$ cat src/rtl/cart_mem_arbiter_pkg.sv
// Shared types and helpers for the cartridge BRAM port arbiter.
// Holds the requester limit, the read-tag record and the one-hot decoder.
package cart_arb_pkg;

   localparam int MAX_REQ = 8;
   localparam int IDX_W   = 3;

   typedef struct packed {
      logic             valid;
      logic [IDX_W-1:0] id;
   } rd_tag_t;

   function automatic logic [IDX_W-1:0] onehot_to_idx(input logic [MAX_REQ-1:0] oh);
      logic [IDX_W-1:0] idx;
      idx = '0;
      for (int i = 0; i < MAX_REQ; i++) begin
         if (oh[i]) idx = idx | IDX_W'(i);
      end
      return idx;
   endfunction

endpackage

$ cat src/rtl/cart_mem_arbiter_rr_pick.sv
// Combinational round-robin picker: first set request at or above start,
// wrapping to index 0, returned as a one-hot grant plus its index.
module rr_pick
   import cart_arb_pkg::*;
#(
   parameter int N = 3
) (
   input  logic [N-1:0]     req,
   input  logic [IDX_W-1:0] start,
   output logic [N-1:0]     gnt,
   output logic [IDX_W-1:0] idx
);

   logic found;

   always_comb begin
      gnt   = '0;
      found = 1'b0;
      for (int j = 0; j < N; j++) begin
         if (!found && req[j] && (j >= int'(start))) begin
            gnt[j] = 1'b1;
            found  = 1'b1;
         end
      end
      // Wrapped part of the search: indices below the start point.
      for (int j = 0; j < N; j++) begin
         if (!found && req[j] && (j < int'(start))) begin
            gnt[j] = 1'b1;
            found  = 1'b1;
         end
      end
   end

   assign idx = onehot_to_idx(MAX_REQ'(gnt));

endmodule

$ cat src/rtl/cart_mem_arbiter.sv
// Round-robin arbiter with per-requester lock sharing one cartridge BRAM port.
// Optional build macro CART_ARB_FIXED_PRIO_EN gives requester 0 absolute priority.
module cart_mem_arbiter
   import cart_arb_pkg::*;
#(
   parameter int NUM_REQ    = 3,
   parameter int ADDR_WIDTH = 10,
   parameter int NUM_COL    = 4,
   parameter int COL_WIDTH  = 8,
   parameter int DATA_WIDTH = NUM_COL*COL_WIDTH
) (
   input  logic                          clk,
   input  logic                          rst,
   input  logic [NUM_REQ-1:0]            req,
   input  logic [NUM_REQ-1:0]            req_lock,
   input  logic [NUM_REQ*NUM_COL-1:0]    req_we,
   input  logic [NUM_REQ*ADDR_WIDTH-1:0] req_addr,
   input  logic [NUM_REQ*DATA_WIDTH-1:0] req_wdata,
   output logic [NUM_REQ-1:0]            gnt,
   output logic [NUM_REQ-1:0]            rvalid,
   output logic [DATA_WIDTH-1:0]         rdata,
   output logic                          mem_en,
   output logic [NUM_COL-1:0]            mem_we,
   output logic [ADDR_WIDTH-1:0]         mem_addr,
   output logic [DATA_WIDTH-1:0]         mem_din,
   input  logic [DATA_WIDTH-1:0]         mem_dout
);

   localparam logic [NUM_REQ-1:0] ONE = NUM_REQ'(1);

   logic [IDX_W-1:0]      rr_ptr_q, rr_ptr_d;
   logic                  lock_valid_q, lock_valid_d;
   logic [IDX_W-1:0]      lock_id_q, lock_id_d;
   logic                  mem_en_q, mem_en_d;
   logic [NUM_COL-1:0]    mem_we_q, mem_we_d;
   logic [ADDR_WIDTH-1:0] mem_addr_q, mem_addr_d;
   logic [DATA_WIDTH-1:0] mem_din_q, mem_din_d;
   rd_tag_t               tag1_q, tag1_d;
   rd_tag_t               tag2_q, tag2_d;

   logic [NUM_REQ-1:0]    rr_req, rr_gnt, lock_oh, gnt_c;
   logic [IDX_W-1:0]      rr_idx, gnt_idx;
   logic                  prio0, lock_hit, sel_lock;
   logic [NUM_COL-1:0]    sel_we;
   logic [ADDR_WIDTH-1:0] sel_addr;
   logic [DATA_WIDTH-1:0] sel_wdata;

`ifdef CART_ARB_FIXED_PRIO_EN
   assign prio0  = req[0];
   assign rr_req = req & ~ONE;
`else
   assign prio0  = 1'b0;
   assign rr_req = req;
`endif

   rr_pick #(.N(NUM_REQ)) u_rr_pick (
      .req   (rr_req),
      .start (rr_ptr_q),
      .gnt   (rr_gnt),
      .idx   (rr_idx)
   );

   // Handshake: an access is accepted on the rising edge where its gnt bit is
   // high; req/we/addr/wdata must stay stable from req rising until that edge.
   always_comb begin
      lock_oh  = ONE << lock_id_q;
      lock_hit = lock_valid_q && (|(req & lock_oh));
      gnt_c    = '0;
      gnt_idx  = '0;
      if (!rst) begin
         if (prio0) begin
            gnt_c   = ONE;
            gnt_idx = '0;
         end else if (lock_hit) begin
            gnt_c   = lock_oh;
            gnt_idx = lock_id_q;
         end else begin
            gnt_c   = rr_gnt;
            gnt_idx = rr_idx;
         end
      end
   end

   always_comb begin
      sel_we    = '0;
      sel_addr  = '0;
      sel_wdata = '0;
      sel_lock  = 1'b0;
      for (int i = 0; i < NUM_REQ; i++) begin
         if (gnt_c[i]) begin
            sel_we    = req_we[i*NUM_COL +: NUM_COL];
            sel_addr  = req_addr[i*ADDR_WIDTH +: ADDR_WIDTH];
            sel_wdata = req_wdata[i*DATA_WIDTH +: DATA_WIDTH];
            sel_lock  = req_lock[i];
         end
      end

      rr_ptr_d     = rr_ptr_q;
      // An owner that dropped req loses the lock at this edge.
      lock_valid_d = lock_hit;
      lock_id_d    = lock_id_q;
      mem_en_d     = |gnt_c;
      mem_we_d     = '0;
      mem_addr_d   = mem_addr_q;
      mem_din_d    = mem_din_q;
      tag1_d.valid = (|gnt_c) && (sel_we == '0);
      tag1_d.id    = gnt_idx;
      tag2_d       = tag1_q;

      if (|gnt_c) begin
         mem_we_d   = sel_we;
         mem_addr_d = sel_addr;
         mem_din_d  = sel_wdata;
         if (!prio0) begin
            if (sel_lock) begin
               lock_valid_d = 1'b1;
               lock_id_d    = gnt_idx;
            end else begin
               lock_valid_d = 1'b0;
               rr_ptr_d     = (gnt_idx == IDX_W'(NUM_REQ-1)) ? '0 : gnt_idx + 1'b1;
            end
         end
      end
   end

   always_ff @(posedge clk) begin
      if (rst) begin
         rr_ptr_q     <= '0;
         lock_valid_q <= 1'b0;
         lock_id_q    <= '0;
         mem_en_q     <= 1'b0;
         mem_we_q     <= '0;
         mem_addr_q   <= '0;
         mem_din_q    <= '0;
         tag1_q       <= '0;
         tag2_q       <= '0;
      end else begin
         rr_ptr_q     <= rr_ptr_d;
         lock_valid_q <= lock_valid_d;
         lock_id_q    <= lock_id_d;
         mem_en_q     <= mem_en_d;
         mem_we_q     <= mem_we_d;
         mem_addr_q   <= mem_addr_d;
         mem_din_q    <= mem_din_d;
         tag1_q       <= tag1_d;
         tag2_q       <= tag2_d;
      end
   end

   assign gnt      = gnt_c;
   assign rvalid   = (tag2_q.valid && !rst) ? (ONE << tag2_q.id) : '0;
   assign rdata    = mem_dout;
   assign mem_en   = mem_en_q;
   assign mem_we   = mem_we_q;
   assign mem_addr = mem_addr_q;
   assign mem_din  = mem_din_q;

endmodule

$ cat config.mk
export PLATFORM = sky130hd
export DESIGN_NAME = cart_mem_arbiter
export DESIGN_NICKNAME = d
export VERILOG_FILES = /design/src/rtl/cart_mem_arbiter_pkg.sv /design/src/rtl/cart_mem_arbiter_rr_pick.sv /design/src/rtl/cart_mem_arbiter.sv
export SDC_FILE = /design/constraint.sdc
export NUM_CORES = 1
export LEC_CHECK = 0
export CAP_MARGIN = 20
export CORE_MARGIN = 10
export CORE_UTILIZATION = 28
export CTS_CLUSTER_DIAMETER = 80
export DETAILED_ROUTE_END_ITERATION = 8
export HOLD_SLACK_MARGIN = 0.12
export PLACE_DENSITY = 0.85
export SYNTH_ARGS = -nofsm -noshare
export SYNTH_HDL_FRONTEND = slang
export SYNTH_SLANG_ARGS = --single-unit
$ cat constraint.sdc
create_clock -name clk -period 2.4 [get_ports clk]
set_clock_uncertainty 0.05 [all_clocks]
set_input_delay 0.48 -clock clk [delete_from_list [all_inputs] [get_ports clk]]
set_output_delay 0.48 -clock clk [all_outputs]
set_load 0.05 [all_outputs]
; ---- After elaboration in Yosys (flattened, before gate mapping)
; Index checks and enable logic that the tools add are counted.
; W data, S select, Z words.
[classes]
addsub = 1
n_eq_ne = 1
shift = 2
n_reduce_logical = 26
n_mux = 32
magnitude_cmp = 6
bitwise = 3
[ops]
columns = operator, count
row1 = $mux W32, 3
row2 = $mux W10, 3
row3 = $mux W3, 6
row4 = $mux W1, 16
row5 = $logic_and A1 B1 Y1, 14
row6 = $mux W4, 3
row7 = $ge A1 B3 Y1 const A, 2
row8 = $logic_not A1 Y1, 6
row9 = $lt A1 B3 Y1 const A, 2
row10 = $reduce_or A3 Y1, 2
row11 = $shl A1 B3 Y3 const A, 2
row12 = $logic_not A4 Y1, 1
row13 = $reduce_and A2 Y1, 2
row14 = $add A3 B1 Y3 const B, 1
row15 = $and A3 B3 Y3, 1
row16 = $eq A3 B2 Y1 const B, 1
row17 = $ge A2 B3 Y1 const A, 1
row18 = $lt A2 B3 Y1 const A, 1
row19 = $mux W2, 1
row20 = $not A1 Y1, 2
row21 = $reduce_or A2 Y1, 1
[totals]
register_bits = 62
output_inout_bits = 85
word_cells = 82

; ---- Longest topological paths before layout
; Gate-level depths: netlist (run 1).
[logic_depth]
word_depth = 30
depth_mapped = 8

; ---- By module
; Synthesis (run 1) repeated with hierarchy kept, for this count alone.
[unflattened]
hier_cells = 402
area_unflattened_um2 = 3728.6
[modules_own_cells]
columns = module, seq_area_each_um2, cells_each, area_per_inst_um2, instances
row1 = cart_mem_arbiter, 1241.2, 387, 3616.0, 1
row2 = rr_pick, 0.0, 15, 112.6, 1

; ---- Worst setup path after synthesis (run 1)
; Ideal clock, no wire load.
[synth_path]
path_kind = input to output
from = input rst
to = output rvalid[1]
path_slack_ps = -689
required_ps = 1870
t_arrival_ps = 2559
cell_stages = 3
cell_sequence = clkbuf_1 clkbuf_1 nor4b_1
[synth_via]
elab_chain_len = 3
[synth_rtl]
columns = item, line_no
row1 = from (decl), cart_mem_arbiter.sv:13  ; input logic rst,
row2 = $logic_not A1 Y1, cart_mem_arbiter.sv:151  ; assign rvalid = (tag2_q.valid && !rst) ? (ONE << tag2_q.id) : '0;
row3 = $logic_and A1 B1 Y1, cart_mem_arbiter.sv:151
row4 = $mux W3, cart_mem_arbiter.sv:151
row5 = to (decl), cart_mem_arbiter.sv:20  ; output logic [NUM_REQ-1:0] rvalid,
; No other way between the ends.

; ---- Final worst setup path (run 1)
[layout_path]
from = input req[0]
to = output gnt[2]
[layout_via]
elab_chain_len = 24
[layout_rtl]
columns = item, line_no
row1 = from (decl), cart_mem_arbiter.sv:14  ; input logic [NUM_REQ-1:0] req,
row2 = $logic_and A1 B1 Y1, cart_mem_arbiter_rr_pick.sv:20  ; if (!found && req[j] && (j >= int'(start))) begin
row3 = $mux W1, cart_mem_arbiter_rr_pick.sv:20
row4 = $logic_not A1 Y1, cart_mem_arbiter_rr_pick.sv:20
row5 = $logic_and A1 B1 Y1 (2 in series), cart_mem_arbiter_rr_pick.sv:20
row6 = $mux W1, cart_mem_arbiter_rr_pick.sv:20
row7 = $logic_not A1 Y1, cart_mem_arbiter_rr_pick.sv:20
row8 = $logic_and A1 B1 Y1 (2 in series), cart_mem_arbiter_rr_pick.sv:20
row9 = $mux W1, cart_mem_arbiter_rr_pick.sv:20
row10 = [... 4 more ...], n/a
row11 = $logic_not A1 Y1, cart_mem_arbiter_rr_pick.sv:27  ; if (!found && req[j] && (j < int'(start))) begin
row12 = $logic_and A1 B1 Y1 (2 in series), cart_mem_arbiter_rr_pick.sv:27
row13 = $mux W1, cart_mem_arbiter_rr_pick.sv:27
row14 = $logic_not A1 Y1, cart_mem_arbiter_rr_pick.sv:27
row15 = $logic_and A1 B1 Y1 (2 in series), cart_mem_arbiter_rr_pick.sv:27
row16 = $mux W1, cart_mem_arbiter_rr_pick.sv:27
row17 = $mux W3 *, cart_mem_arbiter.sv:74  ; end else if (lock_hit) begin
row18 = $mux W3 *, cart_mem_arbiter.sv:70  ; if (!rst) begin
row19 = to (decl), cart_mem_arbiter.sv:19  ; output logic [NUM_REQ-1:0] gnt,
; Every way passes the cells marked *; elsewhere a longest branch is shown, timed or not.

==> impl_metrics.tcl, run 1 <==
set metrics [dict create \
    worstHoldStart "tag1_q[3]" \
    whs_ps 395 \
    die_w_um 122 \
    drc 3 \
    critical_path_class "in -> out" \
    synthesis.nets 496 \
    p_per_area_nw_per_um2 762 \
    slew_violations 0 \
    synth_top_area_share_pct 42.2 \
    async_flop_share_pct 0 \
    cts_tree "yes" \
    status "complete, but fails checks" \
    max_freq_mhz 377 \
    grt.busiest_layer "met2" \
    cts_hold_buf 0 \
    worstMarginPinSlew_ps 560 \
    clk_pin_slew_ps 70 \
    r2r-end "tag1_q[3]" \
    nets 703 \
    layout_commonest_cell "clkdlybuf4s50_1" \
    placed_area_sq_um 5100 \
    ir_worst_vdd_mv 0.330 \
    grtUsageMet2_pct 30.9 \
    finalSetupTns_ps -474 \
    synth_edf_count 0 \
    crit_path_end_kind "output pin" \
    ys_types 48 \
    finalHoldViolations 0 \
    gp_congestion 0.913 \
    synthTopCellsByArea "dfxtp_1 (42%), a222oi_1 (14%), buf_4 (8.4%), a21oi_1 (7.3%), nand2_1 (6.1%)" \
    n_fill_cell 914 \
    final_area_sq_um 5660 \
    setup_slack_ps -251 \
    clkSinkCount 62 \
    routed_wl_mm 14.0 \
    routedWlPerCell_um 21.0 \
    met3_usage_pct 6.29 \
    cts.htree.levels 3 \
    relSlewSlack_pct 62.5 \
    yosysSeqAreaShare_pct 42.2 \
    ff2ff_path_depth 10 \
    start_util_pct 28.6 \
    die_area_sq_um 15000 \
    final_util_pct 55.1 \
    die_h_um 122 \
    synth_area_per_cell_sq_um 9.24 \
    cap_viol_max_count 0 \
    min_delay_path_depth 1 \
    setup_viol 14 \
    start_kind "input pin" \
    reg2reg_setup_slack_ps -20 \
    p_leak_nw 2.12 \
    ant_nets 0 \
    arrival_ps 2120 \
    ys_ff_latch 62 \
    drtIter0Drc 378 \
    final_layout_size_suffix_gt1_share_pct 19.7 \
    ys_warn_count 0 \
    use_met1_pct 15.7 \
    yosys.area.top_type "dfxtp_1" \
    critPathMaxFanout 5 \
    via_count 3538 \
    rsz0062_at_grt "yes" \
    violations "DRC, setup timing" \
    cts-root-buf "clkbuf_8" \
    num_rows 37 \
    grt_pass1_vias 3926 \
    finalCritPeriodShare_pct 110 \
    numCtsBuffers 9 \
    diodes 0 \
    cp.required_ps 1870 \
    syn-instance-count 318 \
    overflow 0 \
    dr.pass1.iters 9 \
    detailed_place_hpwl_mm 10.4 \
    min_period_ps 2650 \
    routed_via_density 5.32 \
    area_growth_pct 92.5 \
    min_path_type "reg -> reg" \
    io_buffers 198 \
    synth_area_sq_um 2940 \
    coreArea_sq_um 10300 \
    num_io_pins 263 \
    grt_usage_pct 16.8 \
    whs_endpoint "tag2_q[3]" \
    ys.flop_type "dfxtp_1" \
    r2r_start "lock_valid_q" \
    grt_max_degree 34 \
    grt_pass1_wl_mm 20.0 \
    grt_antenna_before_repair 0 \
    final_cell_mix "clkdlybuf4s50_1 (188), dfxtp_1 (58), nand2_1 (48), a21oi_1 (43), buf_4 (43)" \
    cts_buffer_depth 2 \
    clkLatencyLatePin_ps 320 \
]
state kept, by name, indices dropped and copies added (netlist names):
signal        flops
mem_we            4
lock_id_q         3
mem_din          32
tag2_q            4
rr_ptr_q          3
tag1_q            4
mem_en            1
mem_addr         10
lock_valid_q      1
how the worst max path moves through the flow:
| stage | to | start | slack [ps] | cells past startpoint |
|---|---|---|---|---|
| final | gnt[2] | req[0] | -250 | 7 |
| after detailed placement | gnt[2] | req[1] | -500 | 7 |
| after global placement | gnt[2] | req[1] | -430 | 7 |
| after CTS | gnt[2] | rr_ptr_q[1] | -180 | 6 |
| after floorplan | rvalid[1] | rst | -690 | 3 |
| after global routing | gnt[2] | req[0] | -340 | 7 |
metrics by stage:
step	setup slack [ps]	total power [mW]	cells
CTS	-182	4.23	660
floorplan	-689	2.43	318
finish	-251	4.31	665
detailed placement	-500	3.08	631
global placement	-425	3.04	631
global route	-342	4.50	665
cells in the mapped netlist (2+ instances only):
cell / number
dfxtp_1: 62
nand2_1: 48
a21oi_1: 43
a222oi_1: 42
buf_4: 33
clkbuf_1: 13
buf_2: 7
inv_1: 6
nor2b_1: 5
buf_6: 4
a221o_1: 3
and2_1: 3
nand2b_1: 3
a31oi_2: 2
and3_1: 2
mux2i_1: 2
nand3_1: 2
nand4_1: 2
nor3_1: 2
nor3b_1: 2
nor4b_1: 2
o211ai_1: 2
o21ai_0: 2
o22ai_1: 2
power by group:
group | internal [mW] | leakage (nW) | switching, mW
Sequential | 1.20 | 0.512 | 0.0946
Combinational | 0.915 | 1.50 | 1.07
Clock | 0.633 | 0.115 | 0.400
Total | 2.75 | 2.12 | 1.57
cells by family after synthesis:
group | count (synthesis) | synth area share [%]
other cells | 1 | 0.128
mux | 3 | 1.06
buf+inv | 64 | 13.7
compound gates | 106 | 28.2
flops | 62 | 42.2
simple gates | 82 | 14.6
worst max-delay path, stage by stage:
cell	delay (ps)
clkdlybuf4s15_1	280
or3b_2	530
o211a_1	170
o32ai_2	260
nand2_1	150
inv_2	110
buf_12	140
final cells by class:
type | count | area, sq um | share of cell area, %
clock buffers | 11 | 151 | 2.68
multi-input cells | 192 | 1400 | 24.8
flip-flops and latches | 62 | 1250 | 22.1
repair buffers | 253 | 2590 | 45.7
inverters | 7 | 26.3 | 0.464
clock inverters | 4 | 70.1 | 1.24
well taps | 136 | 170 | 3.01
timing repair:
action / CTS / global route
resized for setup: 17 / 13
endpoints found under the hold margin: 0 / 0
setup endpoints to repair: 54 / 53
gates cloned: 1 / 3
setup buffers: 15 / 4
pin swaps: 11 / 27
metal layers:
| metal | up-vias | share of wire [%] |
|---|---|---|
| li1 | 1606 | - |
| met1 | 1677 | 35 |
| met2 | 211 | 52 |
| met3 | 44 | 10 |
| met4 | 0 | 3.1 |
| met5 | - | 0 |
No activity file was read; power rests on OpenSTA's default activity.
==> run 2: changes to the inputs <==
- MAX_ROUTING_LAYER: default -> met4
==> run 2 against run 1 <==
The flow finishes with violations (setup timing). Cell count is 0.45% lower. Sequential power about the same. Fmax rose by 2.1%. Sequential share of layout area increased by 0.19 points. Critical path depth stayed put. Critical endpoint unchanged. Largest cell class unchanged.
==> impl_metrics.tcl, run 2 (synthesis results as in run 1) <==
set metrics [dict create \
    met3_usage_pct 5.37 \
    gp_congestion 0.941 \
    min_path_type "reg -> reg" \
    critPathMaxFanout 5 \
    slew_violations 0 \
    combPwrFrac_pct 45.7 \
    whs_ps 387 \
    via_count 3506 \
    final_layout_size_suffix_gt1_share_pct 19.2 \
    cts.htree.levels 3 \
    cts_tree "yes" \
    ir_worst_vdd_mv 0.419 \
    start_util_pct 28.6 \
    routedWlPerCell_um 20.6 \
    min_delay_path_depth 1 \
    numCtsBuffers 9 \
    largest_reg_flops 32 \
    arrival_ps 2070 \
    reg2reg_setup_slack_ps 30 \
    min_period_ps 2600 \
    worstMarginPinSlew_ps 566 \
    grt.busiest_layer "met2" \
    grt_pass1_wl_mm 19.2 \
    critical_path_class "in -> out" \
    clockPowerShare_pct 24.0 \
    finalPower_mw 4.24 \
    ant_nets 0 \
    die_area_sq_um 15000 \
    detailed_place_hpwl_mm 10.3 \
    grt_max_degree 34 \
    worstHoldStart "tag1_q[3]" \
    diodes 0 \
    r2r_start "lock_valid_q" \
    die_w_um 122 \
    dr.pass1.iters 6 \
    violations "setup timing" \
    clkSinkCount 62 \
    setup_viol 2 \
    layout_commonest_cell "clkdlybuf4s50_1" \
    p_per_area_nw_per_um2 758 \
    cp-startpoint "req[0]" \
    use_met1_pct 16.6 \
    place_ws_ps -477 \
    cts-root-buf "clkbuf_8" \
    clkLatencyLatePin_ps 320 \
    p_seq_share_pct 30.3 \
    max_freq_mhz 385 \
    start_kind "input pin" \
    power.switching_mw 1.53 \
    crit_chain "dlygate4sd2_1, or3b_2, o211a_1, o32ai_2, nand2_1, inv_2, buf_12" \
    setup_slack_ps -196 \
    cap_viol_max_count 0 \
    placed_area_sq_um 5090 \
    grt_usage_pct 16.7 \
    final_area_sq_um 5600 \
    relSlewSlack_pct 62.2 \
    status "complete, but fails checks" \
    grtUsageMet2_pct 28.9 \
    final_util_pct 54.5 \
    coreArea_sq_um 10300 \
    cts_buffer_depth 2 \
    grt_pass1_vias 3744 \
    final_cell_mix "clkdlybuf4s50_1 (188), dfxtp_1 (58), nand2_1 (48), a21oi_1 (43)" \
    cp_slowest_cell "or3b_2" \
    whs_endpoint "tag2_q[3]" \
    drtIter0Drc 401 \
    clk_pin_slew_ps 70 \
    cts_hold_buf 0 \
    overflow 0 \
    rsz0062_at_grt "yes" \
    grt_antenna_before_repair 0 \
    num_io_pins 263 \
    switching_share_pct 36.1 \
    max_stage_delay_ps 490 \
    routed_via_density 5.30 \
    finalHoldViolations 0 \
    p_leak_nw 2.10 \
    routed_wl_mm 13.7 \
    area_growth_pct 90.5 \
    ff2ff_path_depth 10 \
    crit_path_end_kind "output pin" \
    nets 700 \
    cp.required_ps 1870 \
    num_rows 37 \
    io_buffers 198 \
    finalCritPeriodShare_pct 108 \
    p_int_mw 2.71 \
    drc 0 \
    die_h_um 122 \
    r2r-end "tag1_q[3]" \
]
==> run 2: cell types whose count changed in the layout (fill, tap and decap cells not counted), sizes merged <==
cell,change
buf,-2
clkdlybuf4s15,-1
dlygate4sd2,+1
clkbuf,-1
==> run 2: metal layers <==
| metal | routed length [um] | part of all wire [%] |
|---|---|---|
| met5 | 0 | 0 |
| met2 | 6970 | 51 |
| met1 | 4920 | 36 |
| met3 | 1290 | 9.4 |
| met4 | 477 | 3.5 |
==> run 2: repair_timing <==
item,CTS,global route
endpoints found under the hold margin,0,0
resized for setup,19,7
pin swaps,10,12
buffers inserted,12,3
setup endpoints to repair,47,49
gates cloned,1,2
==> run 2: layout make-up <==
class	count	area, sq um
Fill cell	898	4680
Multi-Input combinational cell	192	1390
Clock buffer	11	151
Tap cell	136	170
Timing Repair Buffer	250	2540
Sequential cell	62	1250
Inverter	7	26.3
Clock inverter	4	70.1
==> run 2: how the worst max path moves through the flow <==
stage / end / slack (ps) / cells after the start
after floorplan: rvalid[1] / -690 / 3
after global placement: gnt[2] / -430 / 7
after detailed placement: gnt[2] / -480 / 7
after CTS: gnt[2] / -220 / 6
after global routing: gnt[2] / -250 / 7
final: gnt[2] / -200 / 7
==> run 2: stage by stage <==
step	TNS, ps	std cells
after floorplan	-1950	318
after global placement	-17140	630
after detailed placement	-21340	630
after CTS	-309	658
after global routing	-797	662
final	-321	662
==> run 2: power by group through the flow <==
stage	registers [mW]	clock network, mW	logic [mW]
after floorplan	1.74	0	0.683
after global placement	1.29	0	1.74
after detailed placement	1.30	0	1.78
after CTS	1.28	1.05	1.89
after global routing	1.30	1.10	2.04
final	1.28	1.02	1.94
==> run 2: worst max-delay path: cells and delay by family <==
family | cells | cell delay, ps
buffers and inverters | 3 | 540
AO/OA/AOI/OAI | 2 | 410
AND/OR/NAND/NOR | 2 | 630
==> run 3: changes to the inputs <==
- CTS_BUF_LIST: default -> sky130_fd_sc_hd__clkbuf_16
==> run 3 against run 2 <==
The flow still finishes with violations (setup timing). Sequential share of layout area is 0.27 points lower. Critical path depth stayed put. Combinational power hardly changed. Fmax is 1.5% higher. First-iteration DRC count is 0.50% lower. Critical endpoint unchanged. Largest cell class unchanged. Largest power group unchanged.
==> impl_metrics.tcl, run 3 (synthesis results as in run 1) <==
set metrics [dict create \
    status "complete, but fails checks" \
    violations "setup timing" \
    cp.required_ps 1870 \
    multi_input_area_sq_um 1390 \
    final_area_sq_um 5690 \
    routedWlPerCell_um 20.9 \
    slew_violations 0 \
    clkSinkCount 62 \
    combPwrFrac_pct 42.7 \
    crit_path_end_kind "output pin" \
    routed_wl_mm 13.8 \
    min_period_ps 2560 \
    p_int_mw 2.98 \
    grt_antenna_before_repair 0 \
    use_met1_pct 16.5 \
    start_kind "input pin" \
    finalHoldViolations 0 \
    coreArea_sq_um 10300 \
    cts_hold_buf 0 \
    start_util_pct 28.6 \
    grt.busiest_layer "met2" \
    cts.htree.levels 3 \
    n_fill_cell 882 \
    ir_worst_vdd_mv 0.393 \
    largest_reg_flops 32 \
    num_io_pins 263 \
    cap_viol_max_count 0 \
    die_h_um 122 \
    switching_share_pct 34.7 \
    finalPower_mw 4.56 \
    regArea_sq_um 1250 \
    rsz0062_at_grt "yes" \
    grt_pass1_vias 3766 \
    nets 701 \
    ff2ff_path_depth 10 \
    setup_slack_ps -157 \
    clockPowerShare_pct 29.0 \
    area_growth_pct 93.4 \
    layout_commonest_cell "clkdlybuf4s50_1" \
    worstMarginPinSlew_ps 566 \
    numCtsBuffers 9 \
    dr.pass1.iters 9 \
    grt_max_degree 34 \
    placed_area_sq_um 5090 \
    critical_path_class "in -> out" \
    power.switching_mw 1.59 \
    diodes 0 \
    final_layout_size_suffix_gt1_share_pct 19.5 \
    p_per_area_nw_per_um2 802 \
    overflow 0 \
    gp_congestion 0.941 \
    cts-root-buf "clkbuf_16" \
    via_count 3488 \
    grtUsageMet2_pct 29.3 \
    drtIter0Drc 399 \
    num_rows 37 \
    grt_pass1_wl_mm 19.3 \
    setup_viol 2 \
    routed_via_density 5.26 \
    ant_nets 0 \
    clkLatencyLatePin_ps 320 \
    arrival_ps 2030 \
    final_util_pct 55.3 \
    cts_tree "yes" \
    clk_pin_slew_ps 50 \
    drc 0 \
    cts_buffer_depth 2 \
    p_seq_share_pct 28.3 \
    detailed_place_hpwl_mm 10.3 \
    max_freq_mhz 391 \
    io_buffers 198 \
    min_path_type "reg -> reg" \
    final_cell_mix "clkdlybuf4s50_1 (188), dfxtp_1 (57), nand2_1 (48), a21oi_1 (43), a222oi_1 (42)" \
    min_delay_path_depth 1 \
    die_w_um 122 \
    grt_usage_pct 16.8 \
    critPathMaxFanout 5 \
    relSlewSlack_pct 62.1 \
    finalCritPeriodShare_pct 107 \
    p_leak_nw 2.14 \
    die_area_sq_um 15000 \
    met3_usage_pct 5.23 \
]
## run 3: timing repair
item,CTS,global route
endpoints found under the setup margin,53,49
pin swaps,14,22
resized for setup,19,15
cloned,1,2
setup buffers,14,3
## run 3: worst paths after layout
check / from / slack, ps / endpoint
max: req[2] / -160 / gnt[2]
min: tag1_q[3] / 390 / tag2_q[3]
max reg2reg: rr_ptr_q[2] / 20 / mem_din[30]
min reg2reg: tag1_q[3] / 390 / tag2_q[3]
## run 3: layer usage
metal / wire length (um) / vias to the layer above
li1: - / 1596
met2: 7170 / 197
met4: 492 / 0
met3: 1200 / 46
met1: 4970 / 1649
met5: 0 / -
## run 3: critical path, stage by stage
cell and delay, ps:
clkdlybuf4s15_1 300, or3b_2 470, o211a_1 170, o32ai_2 240
nand2_1 130, inv_2 100, buf_12 140
## run 3: stage by stage
stage / TNS, ps / worst slack (ps) / cells / hold slack (ps)
final: -281 / -157 / 663 / 385
after detailed placement: -21340 / -477 / 630 / 373
after global placement: -17140 / -429 / 630 / 370
after floorplan: -1950 / -689 / 318 / 364
after CTS: -262 / -187 / 660 / 386
after global routing: -1000 / -236 / 663 / 396
## run 3: power by group through the flow
stage | sequential (mW) | combinational, mW | clock [mW]
5_1_grt | 1.31 | 2.04 | 1.40
3_5_place_dp | 1.30 | 1.78 | 0
4_1_cts | 1.28 | 1.89 | 1.36
6_report | 1.29 | 1.95 | 1.32
3_3_place_gp | 1.29 | 1.74 | 0
2_1_floorplan | 1.74 | 0.683 | 0
## run 3: cell type report
| cell class | count | share of cell area, % |
|---|---|---|
| clock buffer | 9 | 3.96 |
| clock inverter | 6 | 1.36 |
| inverter | 7 | 0.462 |
| multi-input combinational | 192 | 24.4 |
| sequential | 62 | 22.0 |
| tap | 136 | 2.99 |
| timing repair buffer | 251 | 44.8 |
